File: src/rtl/uart_pkg.sv
// Shared UART definitions: FSM state encoding, frame length and bit-timing helpers
// used by both the transmitter and the receiver.
package uart_pkg;

   typedef enum logic [2:0] {
      IDLE  = 3'd0,
      START = 3'd1,
      DATA  = 3'd2,
      STOP  = 3'd3,
      BREAK = 3'd4
   } uart_state_e;

   // start + 8 data + stop
   localparam int FRAME_BITS = 10;

   function automatic int cycles_per_bit(input int clock_freq, input int baud_rate);
      return clock_freq / baud_rate;
   endfunction

   function automatic int half_bit(input int cpb);
      return cpb / 2;
   endfunction

endpackage

File: src/rtl/uart_rx_sync.sv
// Two-flop synchronizer for the asynchronous serial line plus a registered
// falling-edge detector on the synchronized level.
module uart_rx_sync (
   input  logic clk,
   input  logic rst,
   input  logic rx_pin,
   output logic rx_sync,
   output logic fall
);

   logic sync1_r;
   logic sync2_r;
   logic fall_r;

   // Synchronizer chain; fall_r marks the cycle in which sync2_r goes 1 -> 0.
   always_ff @(posedge clk) begin
      if (rst) begin
         sync1_r <= 1'b1;
         sync2_r <= 1'b1;
         fall_r  <= 1'b0;
      end else begin
         sync1_r <= rx_pin;
         sync2_r <= sync1_r;
         fall_r  <= sync2_r & ~sync1_r;
      end
   end

   assign rx_sync = sync2_r;
   assign fall    = fall_r;

endmodule

File: src/rtl/uart_receiver.sv
// 8N1 UART receive stage: samples mid-bit, hands bytes over a valid/ready
// interface and reports framing errors and overruns as one-cycle pulses.
module uart_receiver
   import uart_pkg::*;
#(
   parameter int CLOCK_FREQ = 50_000_000,
   parameter int BAUD_RATE  = 921600
) (
   input  logic       clk,
   input  logic       rst,
   input  logic       rx_pin,
   output logic [7:0] rx_data,
   output logic       rx_valid,
   input  logic       rx_ready,
   output logic       rx_busy,
   output logic       frame_error,
   output logic       overrun
);

   localparam int CYCLES_PER_BIT = cycles_per_bit(CLOCK_FREQ, BAUD_RATE);
   localparam int HALF_BIT       = half_bit(CYCLES_PER_BIT);
   localparam int CNT_W          = $clog2(CYCLES_PER_BIT) + 1;

   localparam logic [CNT_W-1:0] CNT_BIT_END  = CNT_W'(CYCLES_PER_BIT - 1);
   localparam logic [CNT_W-1:0] CNT_HALF_END = CNT_W'(HALF_BIT - 1);
   localparam logic [CNT_W-1:0] CNT_ZERO     = CNT_W'(0);
   localparam logic [CNT_W-1:0] CNT_ONE      = CNT_W'(1);
   localparam logic [2:0]       LAST_BIT     = 3'(FRAME_BITS - 3);

   if (CYCLES_PER_BIT < 4) begin : g_bad_cpb
      $error("uart_receiver: CLOCK_FREQ/BAUD_RATE must be at least 4");
   end

   logic rx_sync_s;
   logic fall_s;

   uart_rx_sync u_sync (
      .clk     (clk),
      .rst     (rst),
      .rx_pin  (rx_pin),
      .rx_sync (rx_sync_s),
      .fall    (fall_s)
   );

   uart_state_e      state_r, state_s;
   logic [CNT_W-1:0] cnt_r, cnt_s;
   logic [2:0]       bit_idx_r, bit_idx_s;
   logic [7:0]       shift_r, shift_s;
   logic [7:0]       data_r, data_s;
   logic             valid_r, valid_s;
   logic             busy_r, busy_s;
   logic             frame_error_r, frame_error_s;
   logic             overrun_r, overrun_s;

   // State, counters and registered outputs.
   always_ff @(posedge clk) begin
      if (rst) begin
         state_r       <= IDLE;
         cnt_r         <= CNT_ZERO;
         bit_idx_r     <= 3'd0;
         shift_r       <= 8'h00;
         data_r        <= 8'h00;
         valid_r       <= 1'b0;
         busy_r        <= 1'b0;
         frame_error_r <= 1'b0;
         overrun_r     <= 1'b0;
      end else begin
         state_r       <= state_s;
         cnt_r         <= cnt_s;
         bit_idx_r     <= bit_idx_s;
         shift_r       <= shift_s;
         data_r        <= data_s;
         valid_r       <= valid_s;
         busy_r        <= busy_s;
         frame_error_r <= frame_error_s;
         overrun_r     <= overrun_s;
      end
   end

   // Next-state and output logic; a good stop sample either loads the byte or,
   // if the consumer is still holding the previous one, drops it as an overrun.
   always_comb begin
      state_s       = state_r;
      cnt_s         = cnt_r + CNT_ONE;
      bit_idx_s     = bit_idx_r;
      shift_s       = shift_r;
      data_s        = data_r;
      frame_error_s = 1'b0;
      overrun_s     = 1'b0;
      if (valid_r && rx_ready) begin
         valid_s = 1'b0;
      end else begin
         valid_s = valid_r;
      end

      case (state_r)
         IDLE: begin
            cnt_s = CNT_ZERO;
            if (fall_s) begin
               state_s = START;
            end else begin
               state_s = IDLE;
            end
         end
         START: begin
            if (cnt_r == CNT_HALF_END) begin
               cnt_s = CNT_ZERO;
               if (!rx_sync_s) begin
                  state_s   = DATA;
                  bit_idx_s = 3'd0;
               end else begin
                  state_s = IDLE;
               end
            end else begin
               state_s = START;
            end
         end
         DATA: begin
            if (cnt_r == CNT_BIT_END) begin
               cnt_s   = CNT_ZERO;
               shift_s = {rx_sync_s, shift_r[7:1]};
               if (bit_idx_r == LAST_BIT) begin
                  state_s = STOP;
               end else begin
                  bit_idx_s = bit_idx_r + 3'd1;
               end
            end else begin
               state_s = DATA;
            end
         end
         STOP: begin
            if (cnt_r == CNT_BIT_END) begin
               cnt_s = CNT_ZERO;
               if (rx_sync_s) begin
                  state_s = IDLE;
                  if (!valid_r || rx_ready) begin
                     data_s  = shift_r;
                     valid_s = 1'b1;
                  end else begin
                     overrun_s = 1'b1;
                  end
               end else begin
                  frame_error_s = 1'b1;
                  state_s       = BREAK;
               end
            end else begin
               state_s = STOP;
            end
         end
         BREAK: begin
            cnt_s = CNT_ZERO;
            if (rx_sync_s) begin
               state_s = IDLE;
            end else begin
               state_s = BREAK;
            end
         end
         default: begin
            state_s = IDLE;
            cnt_s   = CNT_ZERO;
         end
      endcase

      busy_s = (state_s != IDLE);
   end

   assign rx_data     = data_r;
   assign rx_valid    = valid_r;
   assign rx_busy     = busy_r;
   assign frame_error = frame_error_r;
   assign overrun     = overrun_r;

endmodule

File: config.mk
export PLATFORM = sky130hd
export DESIGN_NAME = uart_receiver
export DESIGN_NICKNAME = d
export VERILOG_FILES = /design/src/rtl/uart_pkg.sv /design/src/rtl/uart_rx_sync.sv /design/src/rtl/uart_receiver.sv
export SDC_FILE = /design/constraint.sdc
export NUM_CORES = 1
export LEC_CHECK = 0
export CAP_MARGIN = 25
export CELL_PAD_IN_SITES_DETAIL_PLACEMENT = 2
export CELL_PAD_IN_SITES_GLOBAL_PLACEMENT = 2
export CORE_MARGIN = 8
export CORE_UTILIZATION = 38
export CTS_CLUSTER_DIAMETER = 150
export CTS_CLUSTER_SIZE = 20
export DETAILED_ROUTE_END_ITERATION = 8
export HOLD_SLACK_MARGIN = 0.12
export PLACE_DENSITY_LB_ADDON = 0.3
export SYNTH_ARGS = -nofsm -noshare
export SYNTH_HDL_FRONTEND = slang
export SYNTH_HIERARCHICAL = 1
export SYNTH_SLANG_ARGS = --single-unit
File: constraint.sdc
create_clock -name clk -period 4 [get_ports clk]
set_clock_uncertainty 0.1 [all_clocks]
set_input_delay 0.8 -clock clk [delete_from_list [all_inputs] [get_ports clk]]
set_output_delay 0.8 -clock clk [all_outputs]
set_load 0.05 [all_outputs]
# Word-level counts from Yosys, hierarchy flattened
# Cells that the tools add are included.
[totals]
ff_bits = 36
input_bits = 4
output_inout_bits = 12
word_cells = 65
[op_classes]
add_sub_neg = 2
n_eq_ne = 11
muxes = 23
bitwise = 5
reduce_logical = 12
[ops]
columns = ["operator", "count"]
rows = [
  ["two-way mux 3 bit", 9],
  ["one-hot mux 3 bit (5 select lines)", 1],
  ["two-way mux 7 bit", 2],
  ["one-hot mux 7 bit (2 select lines)", 1],
  ["two-way mux 1 bit", 8],
  ["!= test 2 bit (second input constant)", 4],
  ["adder 7 x 1 -> 7 bit (second input constant)", 1],
  ["equality test 7 x 5 -> 1 bit (second input constant)", 1],
  ["equality test 7 x 6 -> 1 bit (second input constant)", 1],
  ["equality test 3 x 2 -> 1 bit (second input constant)", 2],
  ["equality test 3 bit (second input constant)", 2],
  ["one-hot mux 3 bit (2 select lines)", 1],
  ["AND reduction 5 bit", 1],
  ["NOT 1 bit", 4],
  ["AND reduction 4 bit", 1],
  ["OR reduction 4 bit", 1],
  ["adder 3 x 1 -> 3 bit (second input constant)", 1],
  ["equality test 3 x 1 -> 1 bit (second input constant)", 1],
  ["zero test 3 bit", 1],
  ["nonzero test 3 bit", 1],
  ["OR reduction 3 bit", 1],
  ["two-way mux 2 bit", 1],
  ["AND reduction 2 bit", 1],
  ["nonzero test 2 bit", 1],
  ["5 further kinds", 5],
]

# Logic depth before layout (Yosys ltp)
[logic_depth]
depth_word = 6
ltp_mapped = 7
ltp_nobuf = 6

# Cells and area by module
# Netlist, hierarchy kept.
[modules_own_cells]
columns = ["module", "n_inst", "cells_per_inst", "area_each_um2", "seq_area_each_um2"]
rows = [
  ["uart_receiver", 1, 146, 1461.4, 660.6],
  ["uart_rx_sync", 1, 6, 80.1, 60.1],
]

# Least setup slack after synthesis
# Ideal clock, no wire load.
[synth_timing]
path_kind = "input to register"
startpoint = "input port rx_ready"
endpoint = "register data_r[6] (netlist: rx_data[6])"
setup_time_ns = 0.128
arrival_time_ns = 1.529
required_time_ns = 3.772
slack_ns = 2.244
path_stages = 5
path_buffers = 1
cell_sequence = "nand2b_1 nor4b_2 buf_4 mux2i_1 nor2_1"
[synth_between]
elab_chain_len = 2
[synth_lines]
columns = ["element", "line_no", "rtl"]
rows = [
  ["start: declaration", "uart_receiver.sv:14", "input logic rx_ready,"],
  ["logical OR 1 bit", "uart_receiver.sv:136", "if (!valid_r || rx_ready) begin"],
  ["AND reduction 4 bit (no source line)", "n/a", ""],
  ["end signal: assignment", "uart_receiver.sv:72", "data_r <= data_s;"],
  ["end: declaration", "uart_receiver.sv:49", "logic [7:0] data_r, data_s;"],
]
# No other way between the ends.
# A chain may end at the register's enable or synchronous reset.

# Worst setup path in the final report
[layout_timing]
startpoint = "register data_r[7] (netlist: rx_data[7])"
endpoint = "output port rx_data[7]"
[layout_lines]
columns = ["element", "line_no", "rtl"]
rows = [
  ["end: declaration", "uart_receiver.sv:12", "output logic [7:0] rx_data,"],
]
# No word-level cell between the ends.

==> results.sh <==
export IMPL_wl_per_cell_um=15.87
export IMPL_synth_edf_count=0
export IMPL_timing_rr_start="state_r[1]"
export IMPL_report_final_slew_viol_count=0
export IMPL_hold_slack_ps=322.1
export IMPL_power_density_nw_per_um2=359.4
export IMPL_reg2reg_to="rx_busy"
export IMPL_cts_htree_levels=2
export IMPL_grt_pass1_vias=1255
export IMPL_synth_area_um2=1541
export IMPL_gr_total_overflow=0
export IMPL_wirelength_mm=3.507
export IMPL_ios=16
export IMPL_finalSetupViolations=0
export IMPL_initial_core_util_pct=39.10
export IMPL_rrSetupSlack_ps=1780
export IMPL_cp_start_kind="flop"
export IMPL_synthCells=152
export IMPL_core_area_um2=3943
export IMPL_syn_num_nets=161
export IMPL_tritoncts="yes"
export IMPL_first_pass_iters=2
export IMPL_num_nets_final=180
export IMPL_cp_data_arrival_time_ps=1440
export IMPL_final_util_pct=46.43
export IMPL_avgSynthCellArea_um2=10.14
export IMPL_path_delay_family="buffers and inverters"
export IMPL_crit_required_ps=3100
export IMPL_cpMaxStageDelayCell="clkdlybuf4s50_1"
export IMPL_status="complete, no violations"
export IMPL_grt_max_degree=29
export IMPL_post_cts_buffers=0
export IMPL_cts_num_sinks=36
export IMPL_ctsResizeCount=0
export IMPL_slew_headroom_pct=39.62
export IMPL_dieArea_um2=6351
export IMPL_rows=23
export IMPL_drive_above_1_share_pct=12.87
export IMPL_cts_root_buf="clkbuf_8"
export IMPL_rsz0062_at_grt="false"
export IMPL_dp_hpwl_mm=2.628
export IMPL_worstHoldStart="u_sync/sync1_r"
export IMPL_drt_initial_drc_count=46
export IMPL_min_path_type="reg2reg"
export IMPL_hold_depth=1
export IMPL_critPathMaxFanout=2
export IMPL_ys_warn_count=6
export IMPL_path_cells="clkdlybuf4s50_1"
export IMPL_worst_pin_slew_ps=900.9
export IMPL_ys_top_cells_by_area="dfxtp_1, mux2i_1, nor2_1"
export IMPL_min_to="u_sync/fall"
export IMPL_fillers=408
export IMPL_timing_fmax_mhz=426.6
export IMPL_setup_tns_ps=0
export IMPL_die_y_um=79.69
export IMPL_crit_path_start="rx_data[7]"
export IMPL_synth_seq_area_share_pct=46.75
export IMPL_cpPeakStageDelay_ps=820
export IMPL_drv_cap=0
export IMPL_path_class="reg2out"
export IMPL_finalPower_uw=657.9
export IMPL_ant_nets=0
export IMPL_path_clk_slew_ps=70
export IMPL_viasPerCell=5.145
export IMPL_netlist_cell_type_count=42
export IMPL_synth_largest_area_cell="dfxtp_1"
export IMPL_r2r_cells=4
export IMPL_grt_pass1_wl_mm=5.947
export IMPL_clk_path_buf_depth=2
export IMPL_area_growth_pct=18.75
export IMPL_vias=1137
export IMPL_dp_cells=214
export IMPL_antenna_found_initial=0
export IMPL_gp_congestion=0.7685
export IMPL_ys_async_sr_fraction_pct=0
export IMPL_hold_buffers=0
export IMPL_die_width_um=79.69
export IMPL_critPathBufInv=1
export IMPL_antenna_cells=0
export IMPL_portBuffers=15
export IMPL_ir_worst_vdd_uv=200.7
export IMPL_synth_ff_type="dfxtp_1"
export IMPL_route_detailed_drc=0
export IMPL_worst_setup_path_end_kind="primary output"
export IMPL_grt_usage_pct=12.09
export IMPL_final_hold_viol_count=0
export IMPL_power_leakage_nw=0.6165
export IMPL_instances_no_fill=221
export IMPL_yosys_area_top_type_share_pct=46.75
export IMPL_insertion_delay_ps=290
export IMPL_post_route_period_util_pct=58.61
export IMPL_cts_buffers=5
export IMPL_period_minus_slack_ps=2344
export IMPL_ys_seq_elements=36
-- flip-flops by register name (all words and copies together), names as in the netlist --
register	flops
u_sync/sync1_r	1
rx_valid	1
u_sync/rx_sync	1
overrun	1
u_sync/fall	1
frame_error	1
shift_r	8
state_r	3
rx_busy	1
cnt_r	7
bit_idx_r	3
rx_data	8
-- power by group --
group | total, mW | internal, mW | switching, mW
Sequential | 0.364 | 0.361 | 0.00300
Clock | 0.275 | 0.153 | 0.122
Combinational | 0.0186 | 0.00772 | 0.0109
-- cells in the mapped netlist (all sizes together) (2+ instances only) --
library cell / n
and3: 2
nor3: 3
nand2: 3
nand3: 8
o21ai: 3
or2: 2
nand2b: 3
o211ai: 3
xnor2: 3
inv: 5
nor4bb: 2
a21oi: 6
and2b: 2
dfxtp: 36
mux2i: 16
xor2: 2
ha: 5
nor2: 27
nor4b: 2
buf: 4
-- layout make-up --
| type | instances | area [um^2] | area share [%] |
|---|---|---|---|
| multi-input cells | 106 | 767.0 | 41.90 |
| flip-flops and latches | 36 | 720.7 | 39.37 |
| repair buffers | 17 | 165.2 | 9.023 |
| clock buffers | 7 | 96.34 | 5.263 |
| well taps | 50 | 62.56 | 3.418 |
| inverters | 5 | 18.77 | 1.025 |
-- how the worst max path moves through the flow --
stage               depth (start not counted)  slack [ps]          to
finish                                      1        1660  rx_data[7]
CTS                                         1        1640  rx_data[7]
detailed placement                          6        1640  rx_data[3]
floorplan                                   5        2240  rx_data[6]
global placement                            6        1730  rx_data[7]
global route                                5        1590     rx_busy
-- layout by cell type, fill, tap and decap left out, types with 2 or more instances in the layout --
master	Yosys	routed
dfxtp_1	36	36
nor2_1	27	27
mux2i_1	16	16
clkdlybuf4s50_1	0	15
nand3_1	8	8
clkbuf_8	0	7
a21oi_1	6	6
inv_1	5	5
ha_1	5	5
nand2b_1	3	3
xnor2_1	3	3
o211ai_1	3	3
and2b_2	2	2
nor4bb_1	2	2
xor2_1	2	2
o21ai_1	2	2
nand2_1	2	2
nor3_1	2	2
buf_4	2	2
or2_1	2	2
-- stage by stage --
stage	area [um^2]	setup WS [ps]
2_1_floorplan	1541	2244
3_3_place_gp	1734	1733
3_5_place_dp	1734	1645
4_1_cts	1831	1636
5_1_grt	1831	1588
6_report	1831	1656
-- cells by family after synthesis --
kind of cell             Yosys count  synth area share, %
AO/OA/AOI/OAI                     18                8.280
XOR/XNOR                           5                2.841
AND/OR/NAND/NOR                   62                24.19
flip-flops                        36                46.75
buffers and inverters             10                3.490
adder cells (fa/ha/maj)            5                4.058
multiplexers                      16                10.39
-- metal layers --
layer / up-vias / wire [um] / GRT usage, %
li1: 563 / - / -
met1: 553 / 1552 / 12.85
met2: 14 / 1743 / 21.11
met3: 7 / 148 / 3.941
met4: 0 / 63 / 5.556
met5: - / 0 / 0
No activity file was read; power rests on OpenSTA's default activity.
